## src/rtl/event_sched_pkg.sv

```systemverilog
// Shared types and helpers for the event handoff scheduler.
package event_sched_pkg;

    localparam int unsigned XFER_CNT_W = 16;
    localparam int unsigned MAX_REQ    = 16;
    localparam int unsigned IDX_W      = 4;

    typedef enum logic [2:0] {
        IDLE     = 3'd0,
        WRITE    = 3'd1,
        DELAY    = 3'd2,
        NOTIFY   = 3'd3,
        WAIT_ACK = 3'd4
    } sched_state_e;

    typedef struct packed {
        logic [MAX_REQ-1:0] onehot;
        logic [IDX_W-1:0]   idx;
        logic               valid;
    } rr_pick_t;

    // First set request at or after ptr, wrapping modulo n.
    function automatic rr_pick_t rr_pick(input logic [MAX_REQ-1:0] req,
                                         input logic [IDX_W-1:0]   ptr,
                                         input int unsigned        n);
        rr_pick_t    r;
        int unsigned i;
        r = '0;
        for (int unsigned k = 0; k < n; k++) begin
            i = (32'(ptr) + k) % n;
            if (!r.valid && req[i]) begin
                r.valid     = 1'b1;
                r.idx       = IDX_W'(i);
                r.onehot[i] = 1'b1;
            end
        end
        return r;
    endfunction

endpackage

```

## src/rtl/rr_arbiter.sv

```systemverilog
// Round-robin request picker with a registered rotating priority pointer.
module rr_arbiter
    import event_sched_pkg::*;
#(
    parameter int unsigned N_REQ = 4
) (
    input  logic             clk,
    input  logic             rst_n,
    input  logic [N_REQ-1:0] req,
    input  logic             advance,
    input  logic [IDX_W-1:0] adv_idx,
    output logic [IDX_W-1:0] win_idx,
    output logic             win_valid
);

    logic [IDX_W-1:0]   ptr_q;
    logic [MAX_REQ-1:0] req_ext;
    rr_pick_t           pick;
    logic               unused_onehot;

    always_comb begin
        req_ext             = '0;
        req_ext[N_REQ-1:0]  = req;
        pick                = rr_pick(req_ext, ptr_q, N_REQ);
        win_idx             = pick.idx;
        win_valid           = pick.valid;
        unused_onehot       = ^pick.onehot;
    end

    always_ff @(posedge clk or negedge rst_n) begin
        if (!rst_n) begin
            ptr_q <= '0;
        end else if (advance) begin
            if (adv_idx == IDX_W'(N_REQ - 1))
                ptr_q <= '0;
            else
                ptr_q <= adv_idx + 4'd1;
        end
    end

endmodule

```

## src/rtl/event_handoff_sched.sv

```systemverilog
// Serialises requester writes into one shared value register and sequences
// the update -> delayed notify -> acknowledge handshake to a single consumer.
module event_handoff_sched
    import event_sched_pkg::*;
#(
    parameter int unsigned N_REQ       = 4,
    parameter int unsigned DATA_W      = 32,
    parameter int unsigned NOTIFY_DLY  = 1,
    parameter int unsigned ACK_TIMEOUT = 64
) (
    input  logic                    clk,
    input  logic                    rst_n,
    input  logic [N_REQ-1:0]        req,
    input  logic [N_REQ*DATA_W-1:0] wdata,
    output logic [N_REQ-1:0]        grant,
    output logic [DATA_W-1:0]       value,
    output logic                    update,
    output logic                    notify,
    input  logic                    ack,
    output logic                    busy,
    output logic                    timeout,
    output logic [XFER_CNT_W-1:0]   xfer_cnt
);

    sched_state_e          state_q;
    logic [IDX_W-1:0]      win_q;
    logic [3:0]            dly_q;
    logic [15:0]           to_q;
    logic [XFER_CNT_W-1:0] xfer_q;
    logic [IDX_W-1:0]      win_idx;
    logic                  win_valid;
    logic [DATA_W-1:0]     sel_data;

    rr_arbiter #(.N_REQ(N_REQ)) u_arb (
        .clk       (clk),
        .rst_n     (rst_n),
        .req       (req),
        .advance   (state_q == WRITE),
        .adv_idx   (win_q),
        .win_idx   (win_idx),
        .win_valid (win_valid)
    );

    always_comb begin
        sel_data = '0;
        for (int unsigned i = 0; i < N_REQ; i++) begin
            if (win_q == IDX_W'(i))
                sel_data = wdata[i*DATA_W +: DATA_W];
        end
    end

    assign busy     = (state_q != IDLE);
    assign xfer_cnt = xfer_q;

    // Outputs are registered: each pulse is visible in the cycle after its state.
    always_ff @(posedge clk or negedge rst_n) begin
        if (!rst_n) begin
            state_q <= IDLE;
            win_q   <= '0;
            dly_q   <= '0;
            to_q    <= '0;
            xfer_q  <= '0;
            value   <= '0;
            grant   <= '0;
            update  <= 1'b0;
            notify  <= 1'b0;
            timeout <= 1'b0;
        end else begin
            grant  <= '0;
            update <= 1'b0;
            notify <= 1'b0;
            case (state_q)
                IDLE: begin
                    if (win_valid) begin
                        win_q   <= win_idx;
                        state_q <= WRITE;
                    end
                end
                WRITE: begin
                    value  <= sel_data;
                    grant  <= N_REQ'(1) << win_q;
                    update <= 1'b1;
                    if (NOTIFY_DLY == 0) begin
                        state_q <= NOTIFY;
                    end else begin
                        dly_q   <= 4'(NOTIFY_DLY - 1);
                        state_q <= DELAY;
                    end
                end
                DELAY: begin
                    if (dly_q == 4'd0)
                        state_q <= NOTIFY;
                    else
                        dly_q <= dly_q - 4'd1;
                end
                NOTIFY: begin
                    notify  <= 1'b1;
                    to_q    <= '0;
                    state_q <= WAIT_ACK;
                end
                WAIT_ACK: begin
                    if (ack) begin
                        xfer_q  <= xfer_q + 16'd1;
                        state_q <= IDLE;
                    end else if (to_q == 16'(ACK_TIMEOUT - 1)) begin
                        timeout <= 1'b1;
                        state_q <= IDLE;
                    end else begin
                        to_q <= to_q + 16'd1;
                    end
                end
                default: state_q <= IDLE;
            endcase
        end
    end

endmodule

```

## config.mk

```make
export PLATFORM = sky130hd
export DESIGN_NAME = event_handoff_sched
export DESIGN_NICKNAME = d
export VERILOG_FILES = /design/src/rtl/event_sched_pkg.sv /design/src/rtl/rr_arbiter.sv /design/src/rtl/event_handoff_sched.sv
export SDC_FILE = /design/constraint.sdc
export NUM_CORES = 1
export LEC_CHECK = 0
export ABC_AREA = 1
export BUFFER_PORTS_ARGS = -buffer_cell sky130_fd_sc_hd__buf_2
export CAP_MARGIN = 10
export CORE_MARGIN = 2
export CORE_UTILIZATION = 35
export CTS_CLUSTER_SIZE = 12
export DETAILED_ROUTE_END_ITERATION = 8
export GPL_ROUTABILITY_DRIVEN = 0
export PLACE_DENSITY_LB_ADDON = 0.1
export SLEW_MARGIN = 10
export SYNTH_ARGS = -nofsm -noshare
export SYNTH_HDL_FRONTEND = slang
export SYNTH_SLANG_ARGS = --single-unit
```

## constraint.sdc

```tcl
create_clock -name clk -period 1.9 [get_ports clk]
set_input_delay 0.095 -clock clk [delete_from_list [all_inputs] [get_ports clk]]
set_output_delay 0.095 -clock clk [all_outputs]
set_load 0.03 [all_outputs]
```

== Yosys cells after proc, flatten, opt, wreduce, memory -nomap -nowiden ==
Index checks and enable logic that the tools add are counted.

* Register bits after elaboration: 84
* Input port bits: 135
* Output and inout bits: 56
* Word-level logic and storage cells: 95

* $add $sub $neg: 7
* $lt $le $gt $ge: 6
* Equal/unequal tests: 14
* Shift operators: 1
* Mux-type cells: 34
* Bitwise gates (word level): 2
* Reduce and logical (&&, ||, !) cells: 20

{| class="wikitable"
|+ Operators by type and width
! operator !! number
|-
| $mux W32 || 4
|-
| $add A16 B1 Y16 const B || 2
|-
| $mux W16 || 2
|-
| $pmux W16 S2 || 1
|-
| $mux W21 || 1
|-
| $lt A2 B5 Y1 const B || 4
|-
| $eq A16 B6 Y1 const B || 1
|-
| $or A16 B4 Y16 || 1
|-
| $pmux W3 S5 || 1
|-
| $mux W3 || 4
|-
| $mux W5 || 2
|-
| $mux W9 || 1
|-
| $reduce_and A3 Y1 || 3
|-
| $bmux W1 S2 || 4
|-
| $eq A4 B2 Y1 const B || 2
|-
| $logic_not A4 Y1 || 2
|-
| $mux W1 || 8
|-
| $mux W4 || 2
|-
| $ne A2 B2 Y1 const B || 4
|-
| $pmux W4 S2 || 1
|-
| $eq A3 B2 Y1 const B || 2
|-
| $reduce_and A2 Y1 || 3
|-
| $logic_and A1 B1 Y1 || 5
|-
| $add A2 B1 Y2 const B || 2
|-
| 16 further kinds || 22
|}

== Depth between registers and ports, before layout ==
* Depth after elaboration: 16
* Depth in mapped cells: 12
* Mapped depth without buffers: 11

== Modules after synthesis ==
Synthesis repeated with hierarchy kept, for this count alone.

* Cell total of the unflattened synthesis: 751
* Area total of the unflattened synthesis: 5291.3 µm²

{| class="wikitable"
|+ Modules (own cells, without submodules)
! module !! times used !! cells each !! area an instance (µm²) !! sequential area each (µm²)
|-
| event_handoff_sched || 1 || 680 || 4909.7 || 2052.0
|-
| rr_arbiter || 1 || 71 || 381.6 || 50.0
|}

== Least setup slack after synthesis ==
Ideal clock, no wire load.

* Path type: register -> register
* Start: register xfer_q[2], in the netlist xfer_cnt[2]
* End: register xfer_q[9], in the netlist xfer_cnt[9]
* Library setup time: 0.136 ns
* Data arrival time: 1.377 ns
* Data required time: 1.764 ns
* Slack: 0.387 ns
* Cell stages (with the launch flop): 7
* Path buffers: 0
* Period minus slack after synthesis: 1.513 ns
* Path through: dfrtp_1 -> inv_1 -> nor2_1 -> nand4_1 -> nor2_1 -> nand2_1 -> xnor2_1

* Cells in the longest elaborated chain, start to end: 1

{| class="wikitable"
|+ Ends and longest elaborated chain
! what !! line !! RTL
|-
| start: declaration || event_handoff_sched.sv:29 || <nowiki>logic [XFER_CNT_W-1:0] xfer_q;</nowiki>
|-
| start signal: assignment || event_handoff_sched.sv:103 || <nowiki>xfer_q <= xfer_q + 16'd1;</nowiki>
|-
| $add A16 B1 Y16 || event_handoff_sched.sv:103 ||
|}

Every way passes these cells.
A chain may end at the register's enable or synchronous reset.

== Worst setup path in the final report ==
* Start: register to_q[0]
* End: register to_q[7]

* Cells in the longest elaborated chain, start to end: 4
* Elaborated cells on any way between the ends: 7
* Those cells by class: 1 x add/sub; 2 x eq/ne; 3 x mux; 1 x reduce/logical

{| class="wikitable"
|+ Ends and longest elaborated chain
! what !! line !! RTL
|-
| start: declaration || event_handoff_sched.sv:28 || <nowiki>logic [15:0] to_q;</nowiki>
|-
| start signal: assignment || event_handoff_sched.sv:109 || <nowiki>to_q <= to_q + 16'd1;</nowiki>
|-
| $add A16 B1 Y16 || event_handoff_sched.sv:109 ||
|-
| $mux W16 || event_handoff_sched.sv:105 || <nowiki>end else if (to_q == 16'(ACK_TIMEOUT - 1)) begin</nowiki>
|-
| $mux W16 || event_handoff_sched.sv:102 || <nowiki>if (ack) begin</nowiki>
|-
| $pmux W16 S2 || event_handoff_sched.sv:72 || <nowiki>case (state_q)</nowiki>
|}

Parallel ways exist; a longest one is shown, timed or not. The select of a mux whose other input is x is not followed.

==> run_results.csv <==
group,metric,value,unit
synth,ys_ff_latch,82,
finish,utilization,50.1,%
synth,ys_types,33,
sta,hold_viol,0,
global_route,grt_pass1_wl,24.2,mm
global_route,grt_pass1_vias,5169,
synth,synth_area_leader_cell,"dfrtp_1",
floorplan,start_util,35.8,%
sta,layout_setup_ws,0.187,ns
synth,yosysWarnings,0,
global_route,grt_antenna_before_repair,0,
pwr,p_leak,3.62,nW
setup_path,worstPathBufferInverterCount,1,
setup_path,critPathSlowestCell,"dfrtp_1",
synth,synth_area,4950,um^2
route,dr.first_iter.drc_count,259,
sta,setup_viol,0,
placement,dpl_cell_area,6140,um^2
setup_path,path_depth,8,
route,wl,15.4,mm
sta,fmax,584,MHz
floorplan,chipHeight,123,um
floorplan,fp.dieW,123,um
setup_path,cp_data_required_time,2.11,ns
route,first_pass_iters,5,
sta,slew_viol_final,0,
placement,place_ws,0.0670,ns
sta,timing.final.crit_share,90.2,%
clock_network,clk_pin_slew,0.06,ns
clock_network,cts_max_path_buffers,2,
route,routed-via-count,5469,
setup_path,crit_family,"simple AND/OR/NAND/NOR gates",
setup_path,worstRegToRegCells,8,
floorplan,die_area,15100,um^2
global_route,track_usage,20.5,%
clock_network,cts_root_buffer,"clkbuf_16",
synth,avgSynthCellArea,7.35,um^2
clock_network,clkLatencyLatePin,0.34,ns
floorplan,core-area,13800,um^2
synth,yosysTopAreaCellShare,41.5,%
sta,setup_tns,0,ns
clock_network,cts_buffers,9,
setup_path,crit_fanout,21,
finish,nets,1049,
outcome,status,"finished clean",
setup_path,start_kind,"flop",
run,drv_cap,0,
clock_network,cts_sinks,82,
global_route,overflow,0,
setup_path,crit_type,"flop to flop",
route,ant_nets,0,
worst_hold_path,hold_class,"primary input to flop",
sta,slew_headroom,64.8,%
pwr,ir_drop,727,uV
setup_path,cp.arrival,1.92,ns
global_route,grt_max_degree,40,
placement,dp.cells,1028,
setup_path,cp_cell_sequence,"ha_1 > nand2_1 > nor2_4 > nand3_2 > nand2_2 > nand2_4 > inv_2 > o21ai_0",
worst_hold_path,worstHoldPathCells,3,
route,via_per_inst,5.01,
sta,tightest_slew,0.529,ns
setup_path,cp_slowest_stage_delay,0.41,ns
synth,syn_inst,673,
clock_network,cts_tree,"yes",
route,route.detailed.drc,0,
floorplan,fp-row-count,43,
finish,diodes,0,
finish,area_growth,40.1,%
synth,seq_area_frac_synth,41.5,%
pwr,power.total,9.31,mW
clock_network,htreeDepth,3,
clock_network,postCtsSetupBuffers,0,
finish,fin_area,6930,um^2
finish,drive_above_1_share,27.4,%
floorplan,io_pins,191,
synth,synth_area_leaders,"dfrtp_1 (41%), nand2_1 (16%), nand3_1 (9.5%), o211ai_1 (4.9%), a21oi_1 (3.6%)",
sta,fin_crit,1.71,ns
pwr,p_per_area,1340,nW/um^2
sta,finalClockSkew,0.00593,ns
route,wl_per_cell,14.1,um
placement,portBuffers,190,
sta,whs,0.00975,ns
placement,dp_hpwl,11.2,mm
synth,synth_nets,815,
finish,fin_cells,1092,
setup_path,crit_path_end_kind,"flop",
sta,rsz0062_at_grt,"no",
-- power by group --
part	leakage [nW]	switching, mW	total, mW	internal, mW
Sequential	1.08	0.352	2.60	2.25
Clock	0.145	0.691	1.78	1.09
Combinational	2.40	3.34	4.93	1.59
-- state kept, by name, summed over array words and instances, names as in the netlist --
register,count
dly_q,4
grant,4
notify,1
state_q,3
timeout,1
to_q,16
u_arb.ptr_q,2
update,1
value,32
win_q,2
xfer_cnt,16
-- logic make-up (layout without fill, tap and decap cells) --
logic type               count (synthesis)  count (layout)  synth area share, %
adder cells (fa/ha/maj)                  7               7                 1.77
AND/OR/NAND/NOR                        386             386                 34.3
flip-flops                              82              82                 41.5
AO/OA/AOI/OAI                           91              91                 11.0
buffers and inverters                   83             322                 7.13
XOR/XNOR                                24              24                 4.25
-- worst min-delay path, cell delays in order --
cell	delay (ns)
buf_2	0.07
o211ai_1	0.07
nand3_1	0.07
-- layer usage --
layer | GRT usage, % | wire [um]
met1 | 24.3 | 6360
met2 | 35.1 | 7640
met3 | 4.52 | 892
met4 | 10.3 | 473
met5 | 0 | 0
-- Yosys cell counts, drive strengths merged --
master,n
and3,1
buf,17
nor3,9
ha,7
a21oi,37
dfrtp,82
inv,49
or2,1
nor2,43
nand2,221
and2,1
o21bai,1
nand3,99
xnor2,7
nand3b,1
nor3b,1
a21boi,1
clkbuf,17
nand4,9
o211ai,32
o21ai,19
o22ai,1
xor2,17
-- path summary, 6_finish.rpt --
kind,startpoint,slack [ns],end
max,to_q[0],0.19,to_q[7]
min,wdata[95],0.01,value[31]
max reg2reg,to_q[0],0.19,to_q[7]
min reg2reg,timeout,0.48,timeout
max in group asynchronous,rst_n,1.04,value[25]
min in group asynchronous,rst_n,0.29,xfer_cnt[4]
-- area by class of cell --
class	count	area (um^2)
Fill cell	1391	6900
Multi-Input combinational cell	508	2550
Sequential cell	82	2050
Timing Repair Buffer	257	1610
Clock buffer	12	256
Tap cell	180	225
Inverter	49	184
Clock inverter	4	50.0
-- cell usage in the layout, fill, tap and decap left out --
cell           count
nand3b_1           1
o211ai_1          32
dlygate4sd3_1     48
buf_4             17
nor3_2             1
a21boi_0           1
clkinvlp_4         2
or2_1              1
bufinv_16          1
xor2_1            17
a21oi_2            1
nor2_4             4
buf_12             3
nand3_1           94
a21oi_1           36
o22ai_1            1
nor3b_1            1
o21bai_1           1
clkbuf_16          9
nand2_2            4
dfrtp_1           82
clkinv_2           1
nor2_2             2
xnor2_1            7
nand4_1            9
and3_1             1
buf_2            189
nor2_1            37
clkbuf_1           1
nand2_1          216
nand2_4            1
nor3_1             8
ha_1               7
o21ai_0           19
inv_2              8
and2_1             1
clkbuf_8           2
inv_1             41
nand3_2            5
-- timing repair --
action                                  CTS  global route
endpoints found under the hold margin    68             0
endpoints found under the setup margin    0            12
gates resized for setup                   0             1
hold buffers                             48             0
No activity file was read; power rests on OpenSTA's default activity.
